[config.mk]
export PLATFORM = sky130hd
export DESIGN_NAME = drum_step_sequencer
export DESIGN_NICKNAME = d
export VERILOG_FILES = /design/src/rtl/drum_pkg.sv /design/src/rtl/seq_pattern_ram.sv /design/src/rtl/drum_step_sequencer.sv
export SDC_FILE = /design/constraint.sdc
export NUM_CORES = 1
export LEC_CHECK = 0
export BUFFER_PORTS_ARGS = -buffer_cell sky130_fd_sc_hd__buf_2
export CAP_MARGIN = 20
export CORE_ASPECT_RATIO = 1.4
export CORE_MARGIN = 1
export CORE_UTILIZATION = 29
export DETAILED_ROUTE_END_ITERATION = 7
export SLEW_MARGIN = 20
export SYNTH_ARGS = -nofsm -noshare
export SYNTH_HDL_FRONTEND = slang
export SYNTH_SLANG_ARGS = --single-unit
[constraint.sdc]
create_clock -name audio_tick -period 5.8 [get_ports audio_tick]
set_input_delay 1.16 -clock audio_tick [delete_from_list [all_inputs] [get_ports audio_tick]]
set_output_delay 1.16 -clock audio_tick [all_outputs]
set_load 0.01 [all_outputs]
[src/rtl/drum_pkg.sv]
// Shared definitions for the drum machine: voice map, grid size, step timing.
package drum_pkg;

  localparam int NUM_VOICES = 4;
  localparam int NUM_STEPS  = 16;

  // Voice index map shared with the voice modules.
  localparam int VOICE_KICK  = 0;
  localparam int VOICE_SNARE = 1;
  localparam int VOICE_CHAT  = 2;
  localparam int VOICE_OHAT  = 3;

  typedef logic [15:0] step_period_t;

  // Sixteenth notes at 120 BPM with a 48 kHz audio tick.
  localparam step_period_t STEP_PERIOD_120BPM = 16'd6000;

  typedef enum logic {
    SEQ_IDLE = 1'b0,
    SEQ_RUN  = 1'b1
  } seq_state_t;

endpackage

[src/rtl/seq_pattern_ram.sv]
// Voice x step on/off grid: synchronous write, combinational column read,
// cleared by the asynchronous reset.
module seq_pattern_ram #(
  parameter int NUM_VOICES = 4,
  parameter int NUM_STEPS  = 16
) (
  input  logic                          i_clk,
  input  logic                          i_reset,
  input  logic                          i_wr_en,
  input  logic [$clog2(NUM_VOICES)-1:0] i_wr_voice,
  input  logic [$clog2(NUM_STEPS)-1:0]  i_wr_step,
  input  logic                          i_wr_data,
  input  logic [$clog2(NUM_STEPS)-1:0]  i_rd_step,
  output logic [NUM_VOICES-1:0]         o_rd_col
);

  logic [NUM_VOICES-1:0][NUM_STEPS-1:0] r_grid;

  // Grid storage; a write lands after this edge, so same-edge reads see old data.
  always_ff @(posedge i_clk or posedge i_reset) begin
    if (i_reset) begin
      r_grid <= '0;
    end else if (i_wr_en) begin
      r_grid[i_wr_voice][i_wr_step] <= i_wr_data;
    end
  end

  // Column read: one bit per voice at the requested step.
  always_comb begin
    o_rd_col = '0;
    for (int v = 0; v < NUM_VOICES; v++) begin
      o_rd_col[v] = r_grid[v][i_rd_step];
    end
  end

endmodule

[src/rtl/drum_step_sequencer.sv]
// Pattern step sequencer in the audio_tick domain. Fires one grid column per
// step, producing one-tick voice triggers, the open-hat choke and a step strobe.
module drum_step_sequencer
  import drum_pkg::*;
#(
  parameter int NUM_VOICES = drum_pkg::NUM_VOICES,
  parameter int NUM_STEPS  = drum_pkg::NUM_STEPS,
  parameter int CLOSED_HAT = VOICE_CHAT,
  parameter int OPEN_HAT   = VOICE_OHAT
) (
  input  logic                          audio_tick,
  input  logic                          reset,
  input  logic                          run,
  input  logic [15:0]                   step_period,
  input  logic [$clog2(NUM_STEPS)-1:0]  pattern_len,
  input  logic                          wr_en,
  input  logic [$clog2(NUM_VOICES)-1:0] wr_voice,
  input  logic [$clog2(NUM_STEPS)-1:0]  wr_step,
  input  logic                          wr_data,
  output logic [NUM_VOICES-1:0]         trigger,
  output logic                          choke,
  output logic                          step_strobe,
  output logic [$clog2(NUM_STEPS)-1:0]  step_index,
  output logic                          playing,
  output logic                          dbg_state
);

  localparam int STEP_W = $clog2(NUM_STEPS);
  localparam logic [STEP_W:0] FULL_LEN = (STEP_W+1)'(NUM_STEPS);

  seq_state_t r_state, w_state_nxt;
  step_period_t r_tick_cnt, w_tick_nxt;
  logic [STEP_W-1:0] r_step_index, w_idx_nxt;
  logic [NUM_VOICES-1:0] r_trigger, w_trig_nxt;
  logic r_choke, w_choke_nxt;
  logic r_step_strobe, w_strobe_nxt;
  logic r_playing;

  step_period_t w_period_m1;
  logic [STEP_W:0] w_len;
  logic [STEP_W:0] w_idx_inc;
  logic [STEP_W-1:0] w_next_idx;
  logic [STEP_W-1:0] w_rd_step;
  logic [NUM_VOICES-1:0] w_col;
  logic [NUM_VOICES-1:0] w_fire_trig;
  logic w_fire_choke;

  // r_tick_cnt holds the edges elapsed since the last fire; a step fires on
  // the edge where it has reached P-1, giving exactly P edges between fires.
  assign w_period_m1 = (step_period == 16'd0) ? 16'd0 : (step_period - 16'd1);
  assign w_len       = (pattern_len == '0) ? FULL_LEN : {1'b0, pattern_len};

  // Increment one bit wider so a full-length pattern wraps without aliasing.
  assign w_idx_inc  = {1'b0, r_step_index} + {{STEP_W{1'b0}}, 1'b1};
  assign w_next_idx = (w_idx_inc >= w_len) ? '0 : w_idx_inc[STEP_W-1:0];

  // Starting from IDLE always plays column 0; in RUN the upcoming column.
  assign w_rd_step = (r_state == SEQ_IDLE) ? '0 : w_next_idx;

  seq_pattern_ram #(
    .NUM_VOICES (NUM_VOICES),
    .NUM_STEPS  (NUM_STEPS)
  ) u_ram (
    .i_clk      (audio_tick),
    .i_reset    (reset),
    .i_wr_en    (wr_en),
    .i_wr_voice (wr_voice),
    .i_wr_step  (wr_step),
    .i_wr_data  (wr_data),
    .i_rd_step  (w_rd_step),
    .o_rd_col   (w_col)
  );

  // Closed hat wins over open hat in the same column: silence the open hat and choke it.
  always_comb begin
    w_fire_trig  = w_col;
    w_fire_choke = w_col[CLOSED_HAT];
    if (w_col[CLOSED_HAT]) begin
      w_fire_trig[OPEN_HAT] = 1'b0;
    end
  end

  // Next-state, step timing and pulse generation.
  always_comb begin
    w_state_nxt  = r_state;
    w_tick_nxt   = r_tick_cnt;
    w_idx_nxt    = r_step_index;
    w_trig_nxt   = '0;
    w_choke_nxt  = 1'b0;
    w_strobe_nxt = 1'b0;
    case (r_state)
      SEQ_IDLE: begin
        w_idx_nxt  = '0;
        w_tick_nxt = '0;
        if (run) begin
          w_state_nxt  = SEQ_RUN;
          w_trig_nxt   = w_fire_trig;
          w_choke_nxt  = w_fire_choke;
          w_strobe_nxt = 1'b1;
        end
      end
      SEQ_RUN: begin
        if (!run) begin
          w_state_nxt = SEQ_IDLE;
          w_idx_nxt   = '0;
          w_tick_nxt  = '0;
        end else if (r_tick_cnt >= w_period_m1) begin
          w_idx_nxt    = w_next_idx;
          w_trig_nxt   = w_fire_trig;
          w_choke_nxt  = w_fire_choke;
          w_strobe_nxt = 1'b1;
          w_tick_nxt   = '0;
        end else begin
          w_tick_nxt = r_tick_cnt + 16'd1;
        end
      end
      default: begin
        w_state_nxt = SEQ_IDLE;
        w_idx_nxt   = '0;
        w_tick_nxt  = '0;
      end
    endcase
  end

  // State and registered outputs; reset cuts pulses immediately.
  always_ff @(posedge audio_tick or posedge reset) begin
    if (reset) begin
      r_state       <= SEQ_IDLE;
      r_tick_cnt    <= '0;
      r_step_index  <= '0;
      r_trigger     <= '0;
      r_choke       <= 1'b0;
      r_step_strobe <= 1'b0;
      r_playing     <= 1'b0;
    end else begin
      r_state       <= w_state_nxt;
      r_tick_cnt    <= w_tick_nxt;
      r_step_index  <= w_idx_nxt;
      r_trigger     <= w_trig_nxt;
      r_choke       <= w_choke_nxt;
      r_step_strobe <= w_strobe_nxt;
      r_playing     <= (w_state_nxt == SEQ_RUN);
    end
  end

  assign trigger     = r_trigger;
  assign choke       = r_choke;
  assign step_strobe = r_step_strobe;
  assign step_index  = r_step_index;
  assign playing     = r_playing;
  assign dbg_state   = r_state;

endmodule

; ---- Yosys cells after proc, flatten, opt, wreduce, memory -nomap -nowiden
; Index checks and enable logic that the tools add are counted.
[totals]
in_bits = 31
out_inout_bits = 12
wordCells = 62
ff_bits = 91
[classes]
mux = 36
n_lt_le_gt_ge = 7
addsub = 3
n_bitwise = 1
reduce_logical = 4
n_eq_ne = 1
[ops]
columns = cell, n
row1 = $bwmux 64, 1
row2 = $mux 16, 4
row3 = $demux 16 s2, 1
row4 = $pmux 16 s2, 1
row5 = $mux 4, 7
row6 = $add 16x1->16 const B, 1
row7 = $bmux 1 s4, 4
row8 = $ge 16x16->1, 1
row9 = $logic_not 16->1, 1
row10 = $pmux 4 s2, 2
row11 = $sub 16x1->16 const B, 1
row12 = $mux 1, 12
row13 = $lt 4x5->1 const B, 2
row14 = $add 4x1->5 const B, 1
row15 = $ge 5x5->1, 1
row16 = $mux 5, 1
row17 = $demux 1 s4, 1
row18 = $ge 4x1->1 const B, 1
row19 = $logic_not 4->1, 1
row20 = $pmux 1 s2, 2
row21 = $lt 2x3->1 const B, 1
row22 = $ne 3x2->1 const B, 1
row23 = $ge 2x1->1 const B, 1
row24 = $logic_and 1x1->1, 2
row25 = $not 1->1, 1

; ---- Logic depth before layout (Yosys ltp)
; Gate-level depths: netlist of the first run.
[logic_depth]
ltp_word = 11
ltp_mapped = 16
ltp_nobuf = 13

; ---- Modules after synthesis
; Synthesis of the first run repeated with hierarchy kept, for this count alone.
[unflattened]
cells_unflattened = 508
area_unflattened_um2 = 5634.2
[modules_own_cells]
columns = module, area_each_um2, cells_each, n_inst, seq_area_each_um2
row1 = seq_pattern_ram, 3542.1, 271, 1, 1601.5
row2 = drum_step_sequencer, 2092.0, 237, 1, 675.6

; ---- Least setup slack after synthesis of the first run
; Ideal clock, no wire load.
[synth_timing]
path_kind = input to register
from = in step_period[9]
to = reg r_tick_cnt[10]
path_slack_ns = 1.719
required_time_ns = 5.729
cell_stages = 16
arrival_ns = 4.010
n_path_buf = 3
setup_ns = 0.071
cell_sequence = or4_4 -> nor4_4 -> nand2b_1 -> nor2_1 -> nand4_2 -> buf_6 -> nand2_1 -> ha_1 -> a2111oi_0 -> nor3_1 -> a21oi_1 -> o21ai_1 -> or2_1 -> buf_4 -> buf_6 -> nor2_1
[synth_via]
elab_chain_cells = 6
elab_cells_between_ends = 7
cone_classes = add/sub (1) / order compare (1) / mux (4) / reduce/logical (1)
[synth_rtl]
columns = item, line_no
row1 = from (decl), drum_step_sequencer.sv:14  ; input logic [15:0] step_period,
row2 = $sub 16x1->16 or $logic_not 16->1 (tied branches), drum_step_sequencer.sv:50  ; assign w_period_m1 = (step_period == 16'd0) ? 16'd0 : (step_period - 16'd1);
row3 = $mux 16 *, drum_step_sequencer.sv:50
row4 = $ge 16x16->1 *, drum_step_sequencer.sv:107  ; end else if (r_tick_cnt >= w_period_m1) begin
row5 = $mux 16 *, drum_step_sequencer.sv:107
row6 = $mux 16 *, drum_step_sequencer.sv:103  ; if (!run) begin
row7 = $pmux 16 s2 *, drum_step_sequencer.sv:91  ; case (r_state)
row8 = named net w_tick_nxt[10], drum_step_sequencer.sv:32  ; step_period_t r_tick_cnt, w_tick_nxt;
row9 = to (signal assigned), drum_step_sequencer.sv:137  ; r_tick_cnt <= w_tick_nxt;
row10 = to (decl), drum_step_sequencer.sv:32
; The timed path passes the listed nets; every way through them passes the cells marked *.
; A chain may end at the register's enable or synchronous reset.

; ---- Final worst setup path of the first run
[layout_timing]
from = in step_period[9]
to = reg r_step_index[2], in the netlist step_index[2]
[layout_via]
elab_chain_cells = 4
elab_cells_between_ends = 5
cone_classes = add/sub (1) / order compare (1) / eq/ne (1) / mux (1) / reduce/logical (1)
[layout_rtl]
columns = item, line_no
row1 = $sub 16x1->16 or $logic_not 16->1 (tied branches), drum_step_sequencer.sv:50
row2 = $mux 16 *, drum_step_sequencer.sv:50
row3 = $ge 16x16->1 *, drum_step_sequencer.sv:107
row4 = $ne 3x2->1 (no source line) *, --
row5 = to (signal assigned), drum_step_sequencer.sv:138  ; r_step_index <= w_idx_nxt;
row6 = to (decl), drum_step_sequencer.sv:33  ; logic [STEP_W-1:0] r_step_index, w_idx_nxt;
; Every way passes the cells marked *; elsewhere a longest branch is shown, timed or not.

==> results of run 1 <==
## sequential cells by signal (all words and copies together) (netlist names)
name,count
step_strobe,1
u_ram.r_grid,64
choke,1
trigger,4
r_tick_cnt,16
playing,1
step_index,4
## worst max path at each step
stage | slack, ps | endpoint | depth (start not counted)
2_1_floorplan | 1720 | r_tick_cnt[10]$_DFF_PP0_ | 16
3_3_place_gp | 1150 | step_index[0]$_DFFE_PP0P_ | 14
3_5_place_dp | 1020 | step_index[2]$_DFFE_PP0P_ | 14
4_1_cts | 1380 | step_index[2]$_DFFE_PP0P_ | 14
5_1_grt | 1030 | step_index[0]$_DFFE_PP0P_ | 14
6_report | 1430 | step_index[2]$_DFFE_PP0P_ | 14
## report_power, final
| part | total (uW) | switching, uW | internal (uW) |
|---|---|---|---|
| Sequential | 727 | 30.4 | 696 |
| Clock | 636 | 256 | 380 |
| Combinational | 202 | 106 | 95.9 |
## logic make-up after synthesis
logic type	synth area share
buffers and inverters	0.0322
AOI/OAI and AO/OA	0.0954
and+or+nand+nor	0.188
xor gates and xnor gates	0.0453
adders and majority gates	0.0564
DFF	0.410
muxes	0.172
## through the flow
step                      hold slack (ps)   util  power, uW
after floorplan                       442      -        877
after detailed placement              489  0.320        943
after global placement                480  0.320        936
after CTS                             502  0.338       1580
final                                 496  0.338       1560
after global routing                  514  0.338       1630
## placed cells by master, fill, tap and decap left out, drive strengths merged, types with 6 or more instances in the layout
master and n:
dfrtp 91, nand2 80, mux2 66, nor2 62
buf 45, ha 25, o21ai 23, inv 18
xor2 16, a21oi 16, nor3 14, mux2i 12
xnor2 11, nand3 10, clkbuf 9, or2 9
nand2b 7, o22ai 7, nand4 7, and3 6
nor4 6
## layout make-up
type,instances,area [um2],area share
multi-input cells,429,3090,0.491
flip-flops and latches,91,2280,0.361
well taps,244,305,0.0484
repair buffers,45,233,0.0369
clock buffers,9,225,0.0357
clock inverters,7,101,0.0161
inverters,17,68.8,0.0109
## synth_stat cells, types with 4 or more instances
library cell  count
o211ai_1          4
mux2i_1          12
nor2_1           62
mux4_2            4
mux2_2           66
or2_2             7
nand2_1          80
nand4_1           6
clkbuf_1         13
nor4_1            4
nor3_1           14
and3_1            5
nand2b_1          7
xor2_1           16
o21ai_0          19
nand3_1          10
a21oi_1          15
o22ai_1           7
xnor2_1           9
inv_1            14
dfrtp_1          91
ha_1             25
## per-layer routing
| metal | vias up | wire length (um) |
|---|---|---|
| met5 | - | 0 |
| met4 | 0 | 503 |
| met3 | 27 | 320 |
| met2 | 72 | 7430 |
| met1 | 2047 | 5160 |
| li1 | 2047 | - |
==> run metrics, run 1 <==
Area Growth Syn to Fin 13.6%; CP Capture Type flip-flop; layout cell share with drive strength beyond 1 0.266; area leader, netlist dfrtp_1; Max Fclk 229 MHz; Power Density 248 nW/um2; Endpoint, Worst Hold r_tick_cnt[0]$_DFF_PP0_; Root Buffer clkbuf_16; crit-path max FO 19; initial core utilization 0.297; hpwl dp slightly below 10 mm; clk_skew ~7.5 ps; post-cts sizing count 0; HP Start r_tick_cnt[0]$_DFF_PP0_; final worst slack 1430 ps; Clock Pin Slew Worst Setup and Hold Paths approximately 70 ps; Setup Fix Bufs, Post-CTS 0; syn_area_per_cell 9.93 um2; Crit Path Class primary input to flip-flop; DR iter-0 viols between 150 and 200; crit path max-delay cell type or4_4; VDD IR max approximately 140 uV; met2 Usage GRT 0.268; top-area cell type share of the netlist area 0.410; Layout Cells excl Fill 842; DR WL/cell ~16 um; Slew HR 0.305; Post-Syn Instances 559; # setup viols final 0; cell count after placement 826; Fillers 1940; number of port buffers 42; Area after DPL 5980 um2; cell family with most CP delay simple AND/OR/NAND/NOR gates; crit start category primary input; vias in the first global route 4333; Final Hold Fails 0; Tot GR Track Use 0.144; RSZ-0062 raised after global routing no; Critical Path AT 4630 ps; number of flops mapped to enable cells by yosys 0; drt total wl 13.4 mm; worst-path cell chain buf_2 -> or4_4 -> nor4_4 -> nand2b_1 -> nor2_1 -> nand4_2 -> nand2_1 -> ha_1 -> a2111oi_0 -> nor3_1 -> a21oi_1 -> o21ai_1 -> or2_1 -> o22ai_1; Req. time, crit path 6060 ps; Die Span X 119 um; TritonCTS clock tree yes; Placement Setup Slack 1020 ps; Max Root-Sink Buffers 2; outcome complete, no violations; initial antenna violation count 0; post-synthesis async set-or-reset flop share 1.00; depth of the most critical reg-to-reg path 10; Mapped Area 5550 um2; die area 19700 um2; Final nets between 600 and 700; Unique masters post-synth 66; Leak Pwr 0.00280 uW; Worst Hold Class flip-flop to flip-flop; CORE AREA ~19000 um2; setup_tns 0 ps; GR Util met3 0.0200; largest net degree at the start of global routing 65; WP buf/inv 1; diode count 0; ys flop type dfrtp_1; Yosys reg bits 91; first-pass GRT wire length 22.2 mm; max_cap viols 0; top post-synthesis cells by area dfrtp_1 41%, mux2_2 13%, ha_1 5.6%; CTS H-tree lvls 3; hold path cells 1; Critical Path Start step_period[9]; routed via count 4193; TritonCTS Buffers 9; met1 usage 0.154; gpl congestion 0.790; IO Count 43; Mapped Nets 615; R2R setup slack 2120 ps; start of the worst register-to-register path step_index[1]$_DFFE_PP0P_; R2R Path End trigger[1]$_DFF_PP0_; GRT busiest layer met2; drt drc 0; Sink Count 91; min Tclk post-route about 4400 ps; Worst-Skew Late Latency 350 ps; die height 166 um; final worst-path cycle share 0.753; Slew Limit Fails 0; Post-CTS Hold Fix Bufs 0; fin area 6300 um2; 1st-pass router iterations 4; post-route ant nets 0; Slew @ Worst Pin 1040 ps; gr ovfl total 0; Vias/cell between 4 and 5; Crit path largest cell delay 570 ps; Cell Rows 59; Synth Warn # 0; sequential area share after synthesis 0.410
No activity file was read; power rests on OpenSTA's default activity.
==> run 2, diff against run 1 <==
--- a/config.mk
+++ b/config.mk
@@ -5,6 +5,7 @@
 export SDC_FILE = /design/constraint.sdc
 export NUM_CORES = 1
 export LEC_CHECK = 0
+export ABC_AREA = 1
 export BUFFER_PORTS_ARGS = -buffer_cell sky130_fd_sc_hd__buf_2
 export CAP_MARGIN = 20
 export CORE_ASPECT_RATIO = 1.4
==> constraint.sdc (replaced) <==
create_clock -name audio_tick -period 3.6 [get_ports audio_tick]
set_input_delay 0.72 -clock audio_tick [delete_from_list [all_inputs] [get_ports audio_tick]]
set_output_delay 0.72 -clock audio_tick [all_outputs]
set_load 0.01 [all_outputs]
==> run metrics, run 2 <==
gr ovfl total 0 (unchanged); Mapped Nets 759 (+23%); die area 19500 um2 (-1.0%); Final Hold Fails 0 (unchanged); Setup Fix Bufs, Post-CTS 0 (unchanged); Final nets 794 (+22%); final worst-path cycle share 0.871; Post-CTS Hold Fix Bufs 0 (unchanged); initial antenna violation count 0 (unchanged); drt total wl 14.6 mm (+8.8%); Die Span X 118 um (-0.53%); Max Fclk 319 MHz; Power Density 441 nW/um2 (+78%); Yosys reg bits 91 (unchanged); top-area cell type share of the netlist area 0.415 (+0.00440); top-count cell post-synth nand2_1; crit-path max FO 6 (-13); Root Buffer clkbuf_16; CORE AREA 18500 um2 (-0.79%); largest net degree at the start of global routing 92 (+42%); # setup viols final 0 (unchanged); RSZ-0062 raised after global routing no; Mapped Area 5490 um2 (-1.1%); Vias/cell 5.05 (+1.5%); Synth Warn # 0 (unchanged); diode count 0 (unchanged); Max Root-Sink Buffers 2 (unchanged); Leak Pwr 0.00303 uW (+8.1%); die height 165 um (-0.53%); IO Count 43 (unchanged); post-route ant nets 0 (unchanged); vias in the first global route 5001 (+15%); routed via count 4987 (+19%); DR WL/cell 14.8 um (-7.2%); outcome complete, no violations; Worst Hold Class primary input to async pin; gpl congestion 0.824 (+4.3%); sequential area share after synthesis 0.415 (+0.00440); top post-synthesis cells by area dfrtp_1 41%, nand3_1 8.8%, a21oi_1 6.8%; Slew Limit Fails 0 (unchanged); Area Growth Syn to Fin 16.0%; clk_skew 10.9 ps (+3.41 ps); post-cts sizing count 0 (unchanged); Tot GR Track Use 0.160 (+0.0162); Slew HR 0.360 (+0.0549); area leader, netlist dfrtp_1; min Tclk post-route 3140 ps; layout cell share with drive strength beyond 1 0.128 (-0.138); Req. time, crit path 3820 ps (-2240 ps); final worst slack 464 ps (-970 ps); ys flop type dfrtp_1; commonest cells after routing, fill and taps aside 99 x nand2_1, 96 x nand3_1, 91 x dfrtp_1, 75 x a21oi_1, 72 x inv_1; 1st-pass router iterations 5 (+1); Biggest register u_ram.r_grid; Worst-Skew Late Latency 350 ps (about the same); post-synthesis async set-or-reset flop share 1.00 (unchanged); number of port buffers 42 (unchanged); setup_tns 0 ps (unchanged); Placement Setup Slack 85.3 ps (-930 ps); Post-synth top cells 99 x nand2_1, 96 x nand3_1, 91 x dfrtp_1; TritonCTS Buffers 9 (unchanged); Post-Syn Instances 703 (+26%); CP Capture Type flip-flop; max_cap viols 0 (unchanged); Reg area 2280 um2 (unchanged); Cell Rows 59 (unchanged); Unique masters post-synth 35 (-47%); syn_area_per_cell 7.81 um2 (-21%); CTS H-tree lvls 3 (unchanged); commonest non-fill, non-tap cell in the layout nand2_1; hpwl dp 9.98 mm (+0.56%); VDD IR max 215 uV (+54%); DR iter-0 viols 308 (+75%); depth of the most critical reg-to-reg path 14 (+4); TritonCTS clock tree yes; Clock Pin Slew Worst Setup and Hold Paths 60 ps (about the same); max FFs per register 64 (unchanged); drt drc 0 (unchanged); Slew @ Worst Pin 959 ps (-83.4 ps); number of flops mapped to enable cells by yosys 0 (unchanged); Crit Path Class primary input to flip-flop; initial core utilization 0.296 (-0.000806); first-pass GRT wire length 25.0 mm (+12%); Fillers 1933 (-0.36%); Sink Count 91 (unchanged); Regs by FF count u_ram.r_grid x64, r_tick_cnt x16; area occupied by multi-input gates 2780 um2 (-10%); R2R setup slack 530 ps (-1590 ps); Critical Path AT 3360 ps (-1270 ps); crit start category primary input
## run 2: changes by cell type in the layout (fill, tap and decap cells not counted), sizes merged, moves of 17 or more
cell | before | now
a21oi | 16 | 76
a31oi | 2 | 58
inv | 18 | 75
mux2 | 66 | 0
nand2 | 80 | 99
nand3 | 10 | 97
nand4 | 7 | 24
## run 2: final cells by class
class                   instances  area share
multi-input cells             500       0.436
flip-flops and latches         91       0.357
repair buffers                 60      0.0581
well taps                     244      0.0479
inverters                      76      0.0458
clock buffers                   9      0.0354
clock inverters                 7      0.0194
## run 2: logic make-up (layout without fill, tap and decap cells)
| kind of cell | Yosys count | in the layout | synth area share |
|---|---|---|---|
| xor gates and xnor gates | 14 | 14 | 0.0223 |
| buffers and inverters | 112 | 152 | 0.0823 |
| AOI/OAI and AO/OA | 144 | 144 | 0.147 |
| muxes | 5 | 5 | 0.00912 |
| DFF | 91 | 91 | 0.415 |
| adders and majority gates | 25 | 25 | 0.0570 |
| and+or+nand+nor | 312 | 312 | 0.267 |
## run 2: power by group
group          internal [uW]  switching, uW
Clock                    684            422
Sequential              1170           85.2
Combinational            179            272
## run 2: path summary, 6_finish.rpt
| check | start | end |
|---|---|---|
| min reg2reg | r_tick_cnt[0]$_DFF_PP0_ | r_tick_cnt[0]$_DFF_PP0_ |
| min | reset | r_tick_cnt[1]$_DFF_PP0_ |
| min in group audio_tick | r_tick_cnt[0]$_DFF_PP0_ | r_tick_cnt[0]$_DFF_PP0_ |
| max | step_period[2] | trigger[0]$_DFF_PP0_ |
| max in group asynchronous | reset | u_ram.r_grid[15]$_DFFE_PP0P_ |
| max reg2reg | step_index[0]$_DFFE_PP0P_ | trigger[0]$_DFF_PP0_ |
## run 2: per-layer routing
| metal | global-route usage | part of all wire |
|---|---|---|
| met1 | 0.192 | 0.44 |
| met2 | 0.290 | 0.51 |
| met3 | 0.0193 | 0.031 |
| met4 | 0.0618 | 0.023 |
| met5 | 0 | 0 |
## run 2: critical path: stages
cell	delay, ps
buf_2	120
nor2_1	160
nand3_1	140
inv_1	110
nand3_1	70
inv_1	90
nand2_1	90
nor3_1	180
xor2_1	180
nand2_1	80
ha_1	290
a21oi_1	140
o21ai_0	90
a21oi_1	130
a21boi_0	280
nand2_1	110
inv_1	80
nand2_1	50
nand2_1	190
nor2_1	70
## run 2: metrics by stage
stage | cell area [um2] | hold slack [ps] | total power, uW | cells | util
after CTS | 6370 | 495 | 2830 | 987 | 0.344
after detailed placement | 6020 | 478 | 1720 | 971 | 0.325
final | 6370 | 462 | 2810 | 987 | 0.344
after global routing | 6370 | 520 | 2960 | 987 | 0.344
after floorplan | 5490 | 454 | 1570 | 703 | -
after global placement | 6020 | 475 | 1710 | 971 | 0.325
==> run 3, diff against run 2 <==
--- a/config.mk
+++ b/config.mk
@@ -10,8 +10,9 @@
 export CAP_MARGIN = 20
 export CORE_ASPECT_RATIO = 1.4
 export CORE_MARGIN = 1
-export CORE_UTILIZATION = 29
+export CORE_UTILIZATION = 36
 export DETAILED_ROUTE_END_ITERATION = 7
+export MAX_ROUTING_LAYER = met4
 export SLEW_MARGIN = 20
 export SYNTH_ARGS = -nofsm -noshare
 export SYNTH_HDL_FRONTEND = slang
==> run metrics, run 3 (same netlist as run 2, synthesis figures left out) <==
outcome complete, no violations; crit start category flip-flop; R2R setup slack 410 ps (-120 ps); Slew Limit Fails 0 (unchanged); die height 148 um (-10%); post-cts sizing count 0 (unchanged); Seq pwr share 0.467 (+0.021); commonest cells after routing, fill and taps aside 99 x nand2_1, 96 x nand3_1, 91 x dfrtp_1, 75 x a21oi_1, 72 x inv_1; met2 Usage GRT 0.354 (+0.0641); met1 usage 0.237 (+0.0443); Sink Count 91 (unchanged); Total Power 2670 uW (-5.0%); vias in the first global route 4892 (-2.2%); Power Density 427 nW/um2 (-3.2%); layout cell share with drive strength beyond 1 0.127 (-0.00118); largest net degree at the start of global routing 59 (-36%); Clock Pin Slew Worst Setup and Hold Paths 60 ps (about the same); initial antenna violation count 0 (unchanged); first-pass GRT wire length 24.3 mm (-2.8%); number of port buffers 42 (unchanged); Sw Share 0.276 (-0.00135); Cell Rows 53 (-10%); clk_skew 8.68 ps (-2.19 ps); commonest non-fill, non-tap cell in the layout nand2_1; Combinational Power Share 0.169 (+0.008); R2R Path End trigger[3]$_DFF_PP0_; Final nets 795 (+0.13%); gpl congestion 0.812 (-1.5%); 1st-pass router iterations 5 (unchanged); DR iter-0 viols 374 (+21%); gr ovfl total 0 (unchanged); Tot GR Track Use 0.201 (+0.0414); Post-CTS Hold Fix Bufs 0 (unchanged); initial core utilization 0.366 (+0.0700); start of the worst register-to-register path step_index[0]$_DFFE_PP0P_; die area 15800 um2 (-19%); min Tclk post-route 3190 ps (+50.7 ps); Worst Hold Class primary input to async pin; final worst-path cycle share 0.885 (+0.0141); Biggest register u_ram.r_grid; routed via count 4954 (-0.66%); DR WL/cell 15.4 um (+3.9%); crit-path max FO 25 (+19); Leak Pwr 0.00301 uW (-0.54%); cell internal pwr 1930 uW (-4.8%); hpwl dp 9.86 mm (-1.1%); Max Fclk 314 MHz (-1.6%); drt total wl 14.4 mm (-1.7%); IO Count 43 (unchanged); Max Root-Sink Buffers 2 (unchanged); drt drc 0 (unchanged); Fillers 1643 (-15%); setup_tns 0 ps (unchanged); depth of the most critical reg-to-reg path 16 (+2); Crit Path Class flip-flop to flip-flop; Final Hold Fails 0 (unchanged); CTS H-tree lvls 3 (unchanged); post-route ant nets 0 (unchanged); CORE AREA 15000 um2 (-19%); RSZ-0062 raised after global routing no; Regs by FF count u_ram.r_grid x64, r_tick_cnt x16; max FFs per register 64 (unchanged); CP Capture Type flip-flop; TritonCTS Buffers 9 (unchanged); VDD IR max 273 uV (+27%); Critical Path AT 3420 ps (+60 ps); # setup viols final 0 (unchanged); final hold slack 443 ps (-19.2 ps); Slew HR 0.303 (-0.0562); Req. time, crit path 3830 ps (about the same); TritonCTS clock tree yes; Vias/cell 5.30 (+5.0%); diode count 0 (unchanged); Worst-Skew Late Latency 350 ps (about the same); GRT busiest layer met2; max_cap viols 0 (unchanged); Root Buffer clkbuf_16; NetSw 737 uW (-5.5%); Setup Fix Bufs, Post-CTS 0 (unchanged); Die Span X 106 um (-10%); clock share of power 0.364 (-0.030); Slew @ Worst Pin 1040 ps (+84.2 ps); GR Util met3 0.0320 (+0.0127); Area Growth Syn to Fin 13.9%
==> run 3: cell count changes in the layout (fill, tap and decap cells not counted), sizes merged <==
cell,delta
clkinvlp,-1
clkbuf,+3
bufinv,-2
inv,-1
buf,+1
clkinv,-1
==> run 3: how the worst max path moves through the flow <==
stage	end	from	slack [ps]	cells after the start
floorplan	r_tick_cnt[7]$_DFF_PP0_	step_period[0]	300	18
global placement	trigger[0]$_DFF_PP0_	step_period[2]	160	20
detailed placement	choke$_DFF_PP0_	step_period[2]	110	21
CTS	trigger[3]$_DFF_PP0_	step_index[0]$_DFFE_PP0P_	390	16
global route	trigger[3]$_DFF_PP0_	step_index[0]$_DFFE_PP0P_	30	16
finish	trigger[3]$_DFF_PP0_	step_index[0]$_DFFE_PP0P_	410	16
==> run 3: critical path, cell delays in order (launching register included) <==
cell	delay, ps
dfrtp_1	480
ha_1	260
xor2_1	230
ha_1	280
nand2_1	60
nand2_1	90
nand2_1	90
nand4_2	570
buf_4	400
nand2_1	60
nand3_1	110
nand3_1	110
nand3_1	70
nand2_1	80
inv_2	40
nand2_1	60
nor2_2	30
==> run 3: power groups by stage <==
stage / logic [uW] / clock network (uW) / registers (uW)
final: 450 / 971 / 1250
after global routing: 524 / 1020 / 1260
after CTS: 452 / 981 / 1250
after detailed placement: 451 / 0 / 1260
after global placement: 443 / 0 / 1260
after floorplan: 332 / 0 / 1240
==> run 3: area by class of cell <==
class                   instances  area [um2]  area share
flip-flops and latches         91        2280       0.364
clock buffers                  12         267      0.0426
clock inverters                 2        35.0     0.00560
repair buffers                 61         365      0.0584
well taps                     192         240      0.0384
multi-input cells             500        2780       0.444
inverters                      76         292      0.0466
==> run 3: per-layer routing <==
| metal | up-vias | wire [um] | part of all wire |
|---|---|---|---|
| li1 | 2491 | - | - |
| met1 | 2341 | 6110 | 0.43 |
| met2 | 108 | 7490 | 0.52 |
| met3 | 14 | 545 | 0.038 |
| met4 | 0 | 206 | 0.014 |
| met5 | - | 0 | 0 |
==> run 3: through the flow <==
step	area, um2	worst slack, ps	utilization	cells
after global placement	5950	162	0.397	920
final	6250	414	0.417	934
after floorplan	5490	299	-	703
after global routing	6250	26.8	0.417	934
after CTS	6250	394	0.417	934
after detailed placement	5950	109	0.397	920
